==> src/rtl/m_spi_control.sv <==
// m_spi_control: mode-0 SPI master (initiator).
// SCLK idles low. Data is sampled on the SCLK rise and changed on the fall.
// SS is active low. Data is sent MSB first, with one word per SS frame.
//
// Frame sequence after start is accepted:
//   SETUP -> XFER (DATA_LENGTH SCLK periods) -> HOLD -> GAP -> IDLE.
// SETUP, each SCLK half-period, HOLD and GAP each last CLK_DIV clk cycles.
//
// Ports:
//   clk, rst_n         system clock, async active-low reset
//   i_start            transfer request, sampled only in IDLE
//   i_tx_data          word to send, captured when start is accepted
//   o_rx_data          received word, updated together with o_done
//   o_busy             high from accept+1 until the end of GAP
//   o_done             one-cycle pulse when SS rises
//   SCLK, MOSI, SS     SPI outputs (all registered)
//   MISO               SPI input
//
// Build option: define M_SPI_LOOPBACK_EN to make the rx path sample the
// internal MOSI register instead of the MISO pin (self-test).
module m_spi_control #(
  parameter int DATA_LENGTH = 8,
  parameter int CLK_DIV     = 4
) (
  input  logic                   clk,
  input  logic                   rst_n,
  input  logic                   i_start,
  input  logic [DATA_LENGTH-1:0] i_tx_data,
  output logic [DATA_LENGTH-1:0] o_rx_data,
  output logic                   o_busy,
  output logic                   o_done,
  output logic                   SCLK,
  output logic                   MOSI,
  input  logic                   MISO,
  output logic                   SS
);

  localparam int BW = $clog2(DATA_LENGTH) + 1;
  localparam int DW = $clog2(CLK_DIV) + 1;
  localparam logic [BW-1:0] BIT_LAST = BW'(DATA_LENGTH - 1);
  localparam logic [DW-1:0] DIV_LAST = DW'(CLK_DIV - 1);

  typedef enum logic [2:0] {IDLE, SETUP, XFER, HOLD, GAP} state_t;

  state_t                 state, state_nxt;
  logic [DW-1:0]          div_cnt;
  logic [BW-1:0]          bit_cnt;
  logic [DATA_LENGTH-1:0] tx_sh;
  logic [DATA_LENGTH-1:0] rx_sh;
  logic                   tick;
  logic                   rx_bit;

  // The divider runs in every non-IDLE state. tick marks the last cycle of
  // each CLK_DIV-long phase or half-period.
  assign tick = (div_cnt == DIV_LAST);

`ifdef M_SPI_LOOPBACK_EN
  // MISO is intentionally unused in loopback builds.
  logic unused_miso;
  assign unused_miso = MISO;
  assign rx_bit      = MOSI;
`else
  assign rx_bit      = MISO;
`endif

  always_ff @(posedge clk or negedge rst_n) begin
    if (!rst_n) state <= IDLE;
    else        state <= state_nxt;
  end

  always_comb begin
    state_nxt = state;
    case (state)
      IDLE:    if (i_start) state_nxt = SETUP;
      SETUP:   if (tick)    state_nxt = XFER;
      // Leave XFER on the falling edge of the last SCLK period.
      XFER:    if (tick && SCLK && bit_cnt == BIT_LAST) state_nxt = HOLD;
      HOLD:    if (tick)    state_nxt = GAP;
      GAP:     if (tick)    state_nxt = IDLE;
      default:              state_nxt = IDLE;
    endcase
  end

  always_ff @(posedge clk or negedge rst_n) begin
    if (!rst_n) begin
      div_cnt   <= '0;
      bit_cnt   <= '0;
      tx_sh     <= '0;
      rx_sh     <= '0;
      o_rx_data <= '0;
      o_busy    <= 1'b0;
      o_done    <= 1'b0;
      SCLK      <= 1'b0;
      MOSI      <= 1'b0;
      SS        <= 1'b1;
    end else begin
      o_done <= 1'b0;
      if (state == IDLE || tick) div_cnt <= '0;
      else                       div_cnt <= div_cnt + 1'b1;

      case (state)
        IDLE: begin
          bit_cnt <= '0;
          if (i_start) begin
            tx_sh  <= i_tx_data;
            MOSI   <= i_tx_data[DATA_LENGTH-1];
            SS     <= 1'b0;
            o_busy <= 1'b1;
          end
        end
        XFER: begin
          if (tick) begin
            SCLK <= ~SCLK;
            if (!SCLK) begin
              rx_sh <= {rx_sh[DATA_LENGTH-2:0], rx_bit};
            end else if (bit_cnt == BIT_LAST) begin
              // MOSI holds the last bit through HOLD.
              bit_cnt <= '0;
            end else begin
              bit_cnt <= bit_cnt + 1'b1;
              tx_sh   <= {tx_sh[DATA_LENGTH-2:0], 1'b0};
              MOSI    <= tx_sh[DATA_LENGTH-2];
            end
          end
        end
        HOLD: begin
          if (tick) begin
            SS        <= 1'b1;
            o_rx_data <= rx_sh;
            o_done    <= 1'b1;
          end
        end
        GAP: begin
          if (tick) o_busy <= 1'b0;
        end
        default: ;
      endcase
    end
  end

endmodule

==> config.mk <==
export PLATFORM = sky130hd
export DESIGN_NAME = m_spi_control
export DESIGN_NICKNAME = d
export VERILOG_FILES = /design/src/rtl/m_spi_control.sv
export SDC_FILE = /design/constraint.sdc
export NUM_CORES = 1
export LEC_CHECK = 0
export ABC_AREA = 1
export BUFFER_PORTS_ARGS = -buffer_cell sky130_fd_sc_hd__buf_2
export CAP_MARGIN = 10
export CORE_UTILIZATION = 25
export DETAILED_ROUTE_END_ITERATION = 10
export GPL_TIMING_DRIVEN = 1
export PLACE_DENSITY = 0.42
export SYNTH_ARGS = -nofsm -noshare
export SYNTH_HDL_FRONTEND = slang
export SYNTH_SLANG_ARGS = --single-unit
==> constraint.sdc <==
create_clock -name clk -period 2.9 [get_ports clk]
set_input_delay 0.435 -clock clk [delete_from_list [all_inputs] [get_ports clk]]
set_output_delay 0.435 -clock clk [all_outputs]
set_load 0.005 [all_outputs]
==> impl_metrics.csv, run 1 <==
group,metric,value,unit
route,met1Wirelength,1770,um
route,final_antenna_net_count,0,
cells_and_area,n_antenna_cell,0,
timing,tightest_slew,0.863,ns
clock_network,clk_pin_slew,0.07,ns
timing,drv_slew,0,
cells_and_area,drive_gt1_frac,0.228,
synth,syn_inst,204,
timing,slew_headroom,0.425,
clock_network,clock_latency,0.28,ns
worst_setup_path,critPathTopFamily,"simple AND/OR/NAND/NOR gates",
timing,fmax,612,MHz
synth,ys_types,26,
placed_design,dp_cells,320,
clock_network,cts-root-buf,"clkbuf_8",
synth,yosysSeqAreaShare,0.535,
timing,finalSetupTns,0,ns
synth,synthesis.nets,219,
worst_setup_path,crit_required,3.12,ns
worst_setup_path,max_stage_delay,0.38,ns
synth,synth_area,1780,um^2
timing,finalHoldViolCount,0,
floorplanning,die_x,86.4,um
power,irDropWorstVdd,362,uV
floorplanning,dieArea,7460,um^2
global_route,antenna_found_initial,0,
worst_setup_path,crit_buf_inv,1,
route,drtIter0Drc,70,
route,dr.pass1.iters,4,
worst_setup_path,worst_path_most_repeated_cell,"nand2_1",
placed_design,portBuffers,24,
power,power.density,880,nW/um^2
worst_setup_path,endpoint_kind,"flop",
floorplanning,core,6830,um^2
cells_and_area,nNetsFinal,246,
timing,holdWs,0.265,ns
route,top_layer,"met4",
global_route,grt_pass1_vias,1269,
route,drcViolationCount,0,
worst_setup_path,worst-path-max-fanout,9,
timing,rsz0062_at_grt,"false",
hold_path,min_path_type,"in -> async",
status,status,"completed",
clock_network,numCtsBuffers,5,
route,dr_total_vias,1296,
synth,syn_avg_cell_area,8.72,um^2
floorplanning,rows,30,
placed_design,routabilityCongestion,0.716,
clock_network,clock_path_buffers,2,
worst_setup_path,path_cells,"ha_1 > ha_1 > nand2_1 > inv_2 > o21ai_2 > nor2_4 > nand2_4 > nand2_1 > nand2_1",
timing,fin_crit,1.63,ns
global_route,grt_max_degree,39,
floorplanning,ios,25,
worst_setup_path,slowest_stage,"dfrtp_1",
clock_network,cts_sinks,38,
timing,setup_viol,0,
global_route,grtUsageTotal,0.105,
timing,fin_worst_skew,0.00600,ns
route,viasPerCell,3.95,
cells_and_area,fillers,761,
route,detail_route.wl_per_cell,10.7,um
worst_setup_path,cp-start-kind,"flop",
clock_network,cts_tree,"built",
synth,ys_ff_latch,38,
clock_network,cts_max_level,2,
synth,yosys_warnings,0,
global_route,overflow,0,
floorplanning,start_util,0.260,
cells_and_area,area_growth,17.5,%
cells_and_area,stdcell_count,328,
clock_network,cts_resized,0,
clock_network,cts_hold_buf,0,
run,cap_violations,0,
power,p_leak,0.00108,uW
route,routed_wl,3500,um
cells_and_area,final_cell_mix,"77 x nand2_1, 37 x dfrtp_1, 24 x buf_2, 17 x inv_1, 15 x nand3_1",
worst_setup_path,crit_arrival,1.85,ns
cells_and_area,final_common_cell,"nand2_1",
route,wl_met2,1560,um
clock_network,post_cts_buffers,0,
route,wl_met3,154,um
floorplanning,dieHeight,86.4,um
global_route,grt_pass1_wl,6000,um
timing,post-route-period-util,0.563,
placed_design,dp_hpwl,2470,um
worst_setup_path,critPathKind,"reg -> reg",
-- worst paths after layout --
check                                 from           end  cells past startpoint  slack, ns
worst max-delay path            div_cnt[0]      tx_sh[1]                      9       1.27
worst min register to register  div_cnt[0]    div_cnt[0]                      1       0.43
worst min-delay path                 rst_n      state[1]                      1       0.26
max in group asynchronous            rst_n  o_rx_data[0]                      1       2.10
worst max register to register  div_cnt[0]      tx_sh[1]                      9       1.27
min in group clk                      MISO      rx_sh[0]                      3       0.40
-- worst reg2reg max path, stage by stage, from the launching register on --
cell and delay, ns:
dfrtp_1 0.38, ha_1 0.19, ha_1 0.22, nand2_1 0.12
inv_2 0.07, o21ai_2 0.24, nor2_4 0.11, nand2_4 0.12
nand2_1 0.06, nand2_1 0.05
-- cells by family (layout without fill, tap and decap cells) --
group / after synthesis / count (layout) / share of synthesized area
simple gates: 113 / 113 / 0.283
flops: 38 / 38 / 0.535
compound gates: 25 / 25 / 0.0921
buf+inv: 24 / 52 / 0.0633
fa+ha+maj: 3 / 3 / 0.0211
xor+xnor: 1 / 1 / 0.00492
-- routing by layer --
layer,vias to the layer above,track usage
li1,696,-
met1,575,0.142
met5,-,0
met2,23,0.161
met3,2,0.0286
met4,0,0.0364
-- layout make-up --
class,instances,area (um^2),share of cell area
well taps,96,120,0.0575
clock buffers,7,76.3,0.0365
multi-input cells,142,714,0.342
flip-flops and latches,38,952,0.455
repair buffers,24,120,0.0575
inverters,20,77.6,0.0371
clock inverters,1,30.0,0.0144
-- Yosys cell counts --
| cell | count | area (um^2) |
|---|---|---|
| nand3b_1 | 1 | 7.51 |
| dfrtp_1 | 37 | 926 |
| nand3_2 | 1 | 10.0 |
| nand3_4 | 1 | 17.5 |
| a31oi_1 | 1 | 6.26 |
| nor2_1 | 11 | 41.3 |
| buf_4 | 1 | 7.51 |
| inv_1 | 17 | 63.8 |
| nor2_2 | 1 | 6.26 |
| nand2_2 | 2 | 12.5 |
| nand2_4 | 2 | 22.5 |
| ha_1 | 3 | 37.5 |
| nand2_1 | 77 | 289 |
| inv_2 | 2 | 7.51 |
| nand3_1 | 15 | 75.1 |
| a21oi_1 | 2 | 10.0 |
| o21ai_2 | 9 | 78.8 |
| xor2_1 | 1 | 8.76 |
| a21oi_2 | 1 | 8.76 |
| dfstp_2 | 1 | 26.3 |
| buf_2 | 1 | 5.00 |
| o21ai_1 | 9 | 45.0 |
| inv_4 | 1 | 6.26 |
| o21ai_0 | 3 | 15.0 |
| buf_6 | 2 | 22.5 |
| nor2_4 | 2 | 22.5 |
-- through the flow --
step	utilization	worst slack, ns	total power (uW)	area, um^2
floorplan	-	1.45	1260	1780
global placement	0.290	1.23	1430	1980
detailed placement	0.290	1.26	1430	1980
CTS	0.306	1.23	1880	2090
global route	0.306	1.15	2010	2090
finish	0.306	1.27	1840	2090
-- where the power goes --
group          switching (uW)  total (uW)  internal, uW
combinational             421         638           218
clock                     179         437           257
sequential               91.5         766           674
total                     692        1840          1150
-- registers in the layout, summed over array words and instances, names as in the netlist, 3 cells and up --
name / flops
o_rx_data: 8
rx_sh: 8
tx_sh: 7
bit_cnt: 4
div_cnt: 3
state: 3
Power figures use the tool's default switching activity.
==> inputs of run 2 (changes only) <==
--- a/config.mk
+++ b/config.mk
@@ -11,7 +11,7 @@
 export CORE_UTILIZATION = 25
 export DETAILED_ROUTE_END_ITERATION = 10
 export GPL_TIMING_DRIVEN = 1
-export PLACE_DENSITY = 0.42
+export PLACE_DENSITY = 0.44
 export SYNTH_ARGS = -nofsm -noshare
 export SYNTH_HDL_FRONTEND = slang
 export SYNTH_SLANG_ARGS = --single-unit
==> constraint.sdc (replaced) <==
create_clock -name clk -period 1.4 [get_ports clk]
set_input_delay 0.21 -clock clk [delete_from_list [all_inputs] [get_ports clk]]
set_output_delay 0.21 -clock clk [all_outputs]
set_load 0.005 [all_outputs]
==> impl_metrics.csv, run 2 (synthesis gave the netlist of run 1 again) <==
group,metric,value,unit
status,status,"finished, violations left",
timing,holdWs,0.153,ns
timing,slew_headroom,0.725,
power,intPower,2450,uW
power,clockPowerShare,0.197,
power,p_leak,0.00116,uW
power,power.switching,1590,uW
worst_setup_path,crit_arrival,1.66,ns
route,final_antenna_net_count,0,
placed_design,routabilityCongestion,0.739,
cells_and_area,final_cell_mix,"74 x nand2_1, 37 x dfrtp_1, 24 x buf_2, 17 x inv_1, 14 x nand3_1",
timing,fin_worst_skew,0.00478,ns
timing,layout_setup_ws,-0.0353,ns
timing,fin_crit,1.44,ns
status,violations,"negative setup slack",
clock_network,cts_tree,"built",
clock_network,clk_pin_slew,0.07,ns
global_route,grt_max_degree,23,
timing,drv_slew,0,
floorplanning,core,6830,um^2
cells_and_area,reg.largest.list,"o_rx_data (8), rx_sh (8), tx_sh (7)",
floorplanning,dieHeight,86.4,um
power,irDropWorstVdd,762,uV
run,cap_violations,0,
hold_path,min_path_cells,3,
hold_path,min_path_type,"in -> reg",
clock_network,clock_path_buffers,2,
clock_network,cts_sinks,38,
worst_setup_path,critPathKind,"reg -> reg",
cells_and_area,n_antenna_cell,0,
cells_and_area,area_growth,27.9,%
floorplanning,rows,30,
global_route,grtUsageTotal,0.115,
worst_setup_path,crit_required,1.63,ns
route,dr_total_vias,1396,
timing,setup_viol,12,
cells_and_area,fin_area,2280,um^2
global_route,overflow,0,
timing,post-route-period-util,1.03,
floorplanning,start_util,0.260,
global_route,antenna_found_initial,0,
power,pwr-share-seq,0.391,
floorplanning,die_x,86.4,um
clock_network,cts-root-buf,"clkbuf_8",
power,combinationalPowerShare,0.412,
clock_network,cts_max_level,2,
placed_design,portBuffers,24,
worst_setup_path,r2r_cells,9,
clock_network,clock_latency,0.29,ns
worst_setup_path,cp-start-kind,"flop",
placed_design,dp_hpwl,2630,um
timing,fmax,697,MHz
route,dr.pass1.iters,4,
timing,finalSetupTns,-0.242,ns
floorplanning,ios,25,
cells_and_area,drive_gt1_frac,0.315,
placed_design,postPlaceCellArea,2120,um^2
clock_network,numCtsBuffers,5,
route,drtIter0Drc,39,
cells_and_area,nNetsFinal,262,
timing,tightest_slew,0.412,ns
global_route,grt_pass1_wl,6610,um
worst_setup_path,endpoint_kind,"flop",
worst_setup_path,worst-path-max-fanout,8,
power,sw_frac_of_total,0.393,
route,routed_wl,3660,um
timing,rsz0062_at_grt,"true",
floorplanning,dieArea,7460,um^2
route,detail_route.wl_per_cell,10.6,um
global_route,grt_pass1_vias,1406,
timing,finalHoldViolCount,0,
cells_and_area,final_common_cell,"nand2_1",
route,viasPerCell,4.06,
route,drcViolationCount,0,
power,power.density,1770,nW/um^2
-- run 2: final cells by class --
type                    count  area (um^2)
clock buffers               6         82.6
clock inverters             2         12.5
fillers                   759         4560
inverters                  20         77.6
multi-input cells         143          771
flip-flops and latches     38          952
well taps                  96          120
repair buffers             39          260
-- run 2: worst paths after layout --
check / slack (ns) / startpoint / end
min: 0.15 / MISO / rx_sh[0]
min in group asynchronous: 0.38 / rst_n / o_rx_data[3]
max in group asynchronous: 0.56 / rst_n / tx_sh[0]
max: -0.04 / div_cnt[0] / tx_sh[3]
max reg2reg: -0.04 / div_cnt[0] / tx_sh[3]
min reg2reg: 0.47 / tx_sh[6] / tx_sh[6]
-- run 2: worst max-delay path: stages, from the launching register on --
cell and delay (ns):
dfrtp_1 0.41, ha_4 0.17, ha_4 0.16, nand2_2 0.06
inv_2 0.05, o21ai_4 0.20, nor2_4 0.08, nand2_4 0.11
nand2_1 0.06, nand2_1 0.06
-- run 2: metrics by stage --
stage               power, uW  utilization  setup WS (ns)  std cells
floorplan                2640            -        0.00980        204
detailed placement       3190        0.311         -0.123        334
CTS                      4090        0.330        -0.0689        344
global placement         3170        0.311        -0.0950        334
global route             4440        0.333         -0.153        344
finish                   4030        0.333        -0.0353        344
-- run 2: per-layer routing --
metal  track usage  routed length (um)
met5             0                   0
met4        0.0455                  55
met3        0.0286                  96
met2         0.185                1680
met1         0.150                1820
-- run 2: power groups by stage --
stage	Clock [uW]	Combinational, uW	Sequential, uW
3_3_place_gp	0	1590	1580
2_1_floorplan	0	1070	1570
6_report	794	1660	1580
5_1_grt	882	1940	1610
4_1_cts	840	1680	1560
3_5_place_dp	0	1600	1580
-- run 2: what timing repair did --
| item | 4_1_cts | 5_1_grt |
|---|---|---|
| setup endpoints to repair | 25 | 26 |
| hold endpoints to repair | 15 | 0 |
| gates cloned | 1 | 0 |
| hold buffers | 1 | 0 |
| gates resized for setup | 5 | 4 |
| setup buffers | 0 | 0 |
| pin swaps | 10 | 2 |
==> inputs of run 3 (changes only) <==
--- a/config.mk
+++ b/config.mk
@@ -5,7 +5,6 @@
 export SDC_FILE = /design/constraint.sdc
 export NUM_CORES = 1
 export LEC_CHECK = 0
-export ABC_AREA = 1
 export BUFFER_PORTS_ARGS = -buffer_cell sky130_fd_sc_hd__buf_2
 export CAP_MARGIN = 10
 export CORE_UTILIZATION = 25
==> impl_metrics.csv, run 3 <==
group,metric,value,unit
timing,holdWs,0.146,ns
timing,drv_slew,0,
synth,synth_area,1740,um^2
timing,setup_viol,31,
cells_and_area,final_common_cell,"dfrtp_1",
cells_and_area,drive_gt1_frac,0.628,
worst_setup_path,max_stage_delay,0.38,ns
clock_network,numCtsBuffers,5,
worst_setup_path,timing.rr.end,"tx_sh[5]",
synth,yosysSeqAreaShare,0.547,
synth,ys_types,36,
power,irDropWorstVdd,353,uV
route,dr.pass1.iters,4,
clock_network,cts_max_level,2,
power,power,1990,uW
global_route,met2_usage,0.177,
global_route,antenna_found_initial,0,
power,p_leak,0.00118,uW
worst_setup_path,r2r-start,"bit_cnt[0]",
placed_design,routabilityCongestion,0.705,
placed_design,portBuffers,24,
global_route,grt-busiest-layer,"met2",
global_route,grt_use_met1,0.137,
timing,tightest_slew,0.505,ns
global_route,overflow,0,
worst_setup_path,worst-path-max-fanout,8,
synth,async_reset_ff_frac,1.00,
worst_setup_path,rrSetupSlack,-0.28,ns
timing,fin_worst_skew,0.00600,ns
floorplanning,dieArea,7300,um^2
global_route,grt_pass1_vias,1262,
floorplanning,rows,30,
cells_and_area,n_antenna_cell,0,
clock_network,clock_path_buffers,2,
placed_design,pre_cts_ws,-0.322,ns
hold_path,min_path_type,"in -> reg",
synth,synth_top_cells_by_area,"dfrtp_1 53%, mux2_2 20%, ha_1 2.2%",
synth,syn_inst,131,
floorplanning,core,6760,um^2
worst_setup_path,critPathKind,"reg -> reg",
synth,yosysMostFrequentCell,"dfrtp_1",
global_route,grtUsageTotal,0.108,
synth,syn_avg_cell_area,13.3,um^2
worst_setup_path,crit_required,1.57,ns
timing,layout_setup_ws,-0.282,ns
worst_setup_path,crit_start,"bit_cnt[0]",
route,final_antenna_net_count,0,
route,routed_wl,3810,um
placed_design,dp_hpwl,2540,um
synth,synth_top_area_share,0.532,
synth,ys_ff_latch,38,
timing,fmax,594,MHz
clock_network,cts_sinks,38,
synth,synthesis.nets,146,
floorplanning,start_util,0.258,
global_route,use_met3,0.0253,
status,status,"finished, violations left",
status,violations,"negative setup slack",
clock_network,cts-root-buf,"clkbuf_8",
run,cap_violations,0,
route,drcViolationCount,0,
clock_network,clk_pin_slew,0.08,ns
worst_setup_path,path_cells,"ha_2 > and3b_2 > a221oi_4 > buf_6 > mux2_4",
worst_setup_path,cp-start-kind,"flop",
cells_and_area,nNetsFinal,202,
timing,finalHoldViolCount,0,
floorplanning,die_x,85.5,um
floorplanning,dieHeight,85.5,um
route,dr_total_vias,1242,
synth,synth_top_area_cell,"dfrtp_1",
synth,synth_edf_count,0,
cells_and_area,final_cell_mix,"36 x dfrtp_1, 24 x buf_2, 21 x buf_4, 19 x mux2_4, 12 x mux2_2",
timing,post-route-period-util,1.20,
synth,dominantRegCellSynth,"dfrtp_1",
synth,synthTopCellsByCount,"37 x dfrtp_1, 31 x mux2_2, 8 x nand2_1",
worst_setup_path,slowest_stage,"dfrtp_1",
power,power.density,803,nW/um^2
synth,yosys_warnings,0,
clock_network,cts_tree,"built",
route,drtIter0Drc,39,
worst_setup_path,endpoint_kind,"flop",
timing,fin_crit,1.68,ns
worst_setup_path,cp-endpoint,"tx_sh[5]",
floorplanning,ios,25,
timing,slew_headroom,0.663,
worst_setup_path,crit_arrival,1.86,ns
cells_and_area,reg.largest.list,"o_rx_data (8), rx_sh (8), tx_sh (7)",
global_route,grt_pass1_wl,6080,um
cells_and_area,area_growth,42.2,%
route,detail_route.wl_per_cell,14.2,um
global_route,grt_max_degree,39,
clock_network,clock_latency,0.29,ns
timing,rsz0062_at_grt,"true",
route,viasPerCell,4.63,
worst_setup_path,r2r_cells,5,
[run 3: layer usage]
layer,up-vias,wire length (um),share of wire
met5,-,0,0
met4,0,61,0.016
met3,6,127,0.033
met2,18,1910,0.50
met1,636,1710,0.45
li1,582,-,-
[run 3: how the worst min path moves through the flow]
stage               start    endpoint  cells past startpoint
floorplan           rst_n        MOSI                      0
global placement    rst_n  bit_cnt[3]                      2
detailed placement  rst_n  bit_cnt[3]                      2
CTS                  MISO    rx_sh[0]                      2
global route         MISO    rx_sh[0]                      2
finish               MISO    rx_sh[0]                      2
[run 3: cells by family after synthesis]
group | share of synthesized area
XOR/XNOR | 0.00503
AND/OR/NAND/NOR | 0.106
multiplexers | 0.206
adder cells (fa/ha/maj) | 0.0216
AO/OA/AOI/OAI | 0.0819
buffers and inverters | 0.0323
flip-flops | 0.547
[run 3: critical path, delay by kind of cell, from the launching register on]
kind            cells  cell delay [ns]
mux                 1             0.31
fa+ha+maj           1             0.19
simple gates        1             0.22
flops               1             0.38
buf+inv             1             0.19
compound gates      1             0.27
[run 3: where the power goes]
| part | total [uW] | internal [uW] | switching (uW) | leakage (uW) |
|---|---|---|---|---|
| clock | 803 | 396 | 407 | 0.0000472 |
| combinational | 66.6 | 34.3 | 32.3 | 0.000652 |
| sequential | 1120 | 1110 | 9.58 | 0.000483 |
| total | 1990 | 1540 | 449 | 0.00118 |
[run 3: repair_timing]
item	in CTS	in global routing
gates resized for setup	20	10
cloned	0	2
endpoints found under the hold margin	37	0
setup endpoints to repair	30	37
pin swaps	6	5
setup buffers	2	2
hold buffers	1	0
[run 3: layout make-up]
| type | count | area [um^2] |
|---|---|---|
| inverter | 5 | 18.8 |
| timing repair buffer | 54 | 400 |
| clock buffer | 6 | 82.6 |
| fill | 664 | 4280 |
| clock inverter | 2 | 12.5 |
| sequential | 38 | 953 |
| tap | 80 | 100 |
| multi-input combinational | 83 | 910 |
[run 3: metrics by stage]
step / util / instances / cell area (um^2) / TNS, ns
floorplan: - / 131 / 1820 / -7.23
global placement: 0.324 / 254 / 2190 / -5.31
detailed placement: 0.324 / 254 / 2190 / -5.86
CTS: 0.355 / 265 / 2400 / -5.81
global route: 0.367 / 268 / 2480 / -7.70
finish: 0.367 / 268 / 2480 / -6.10
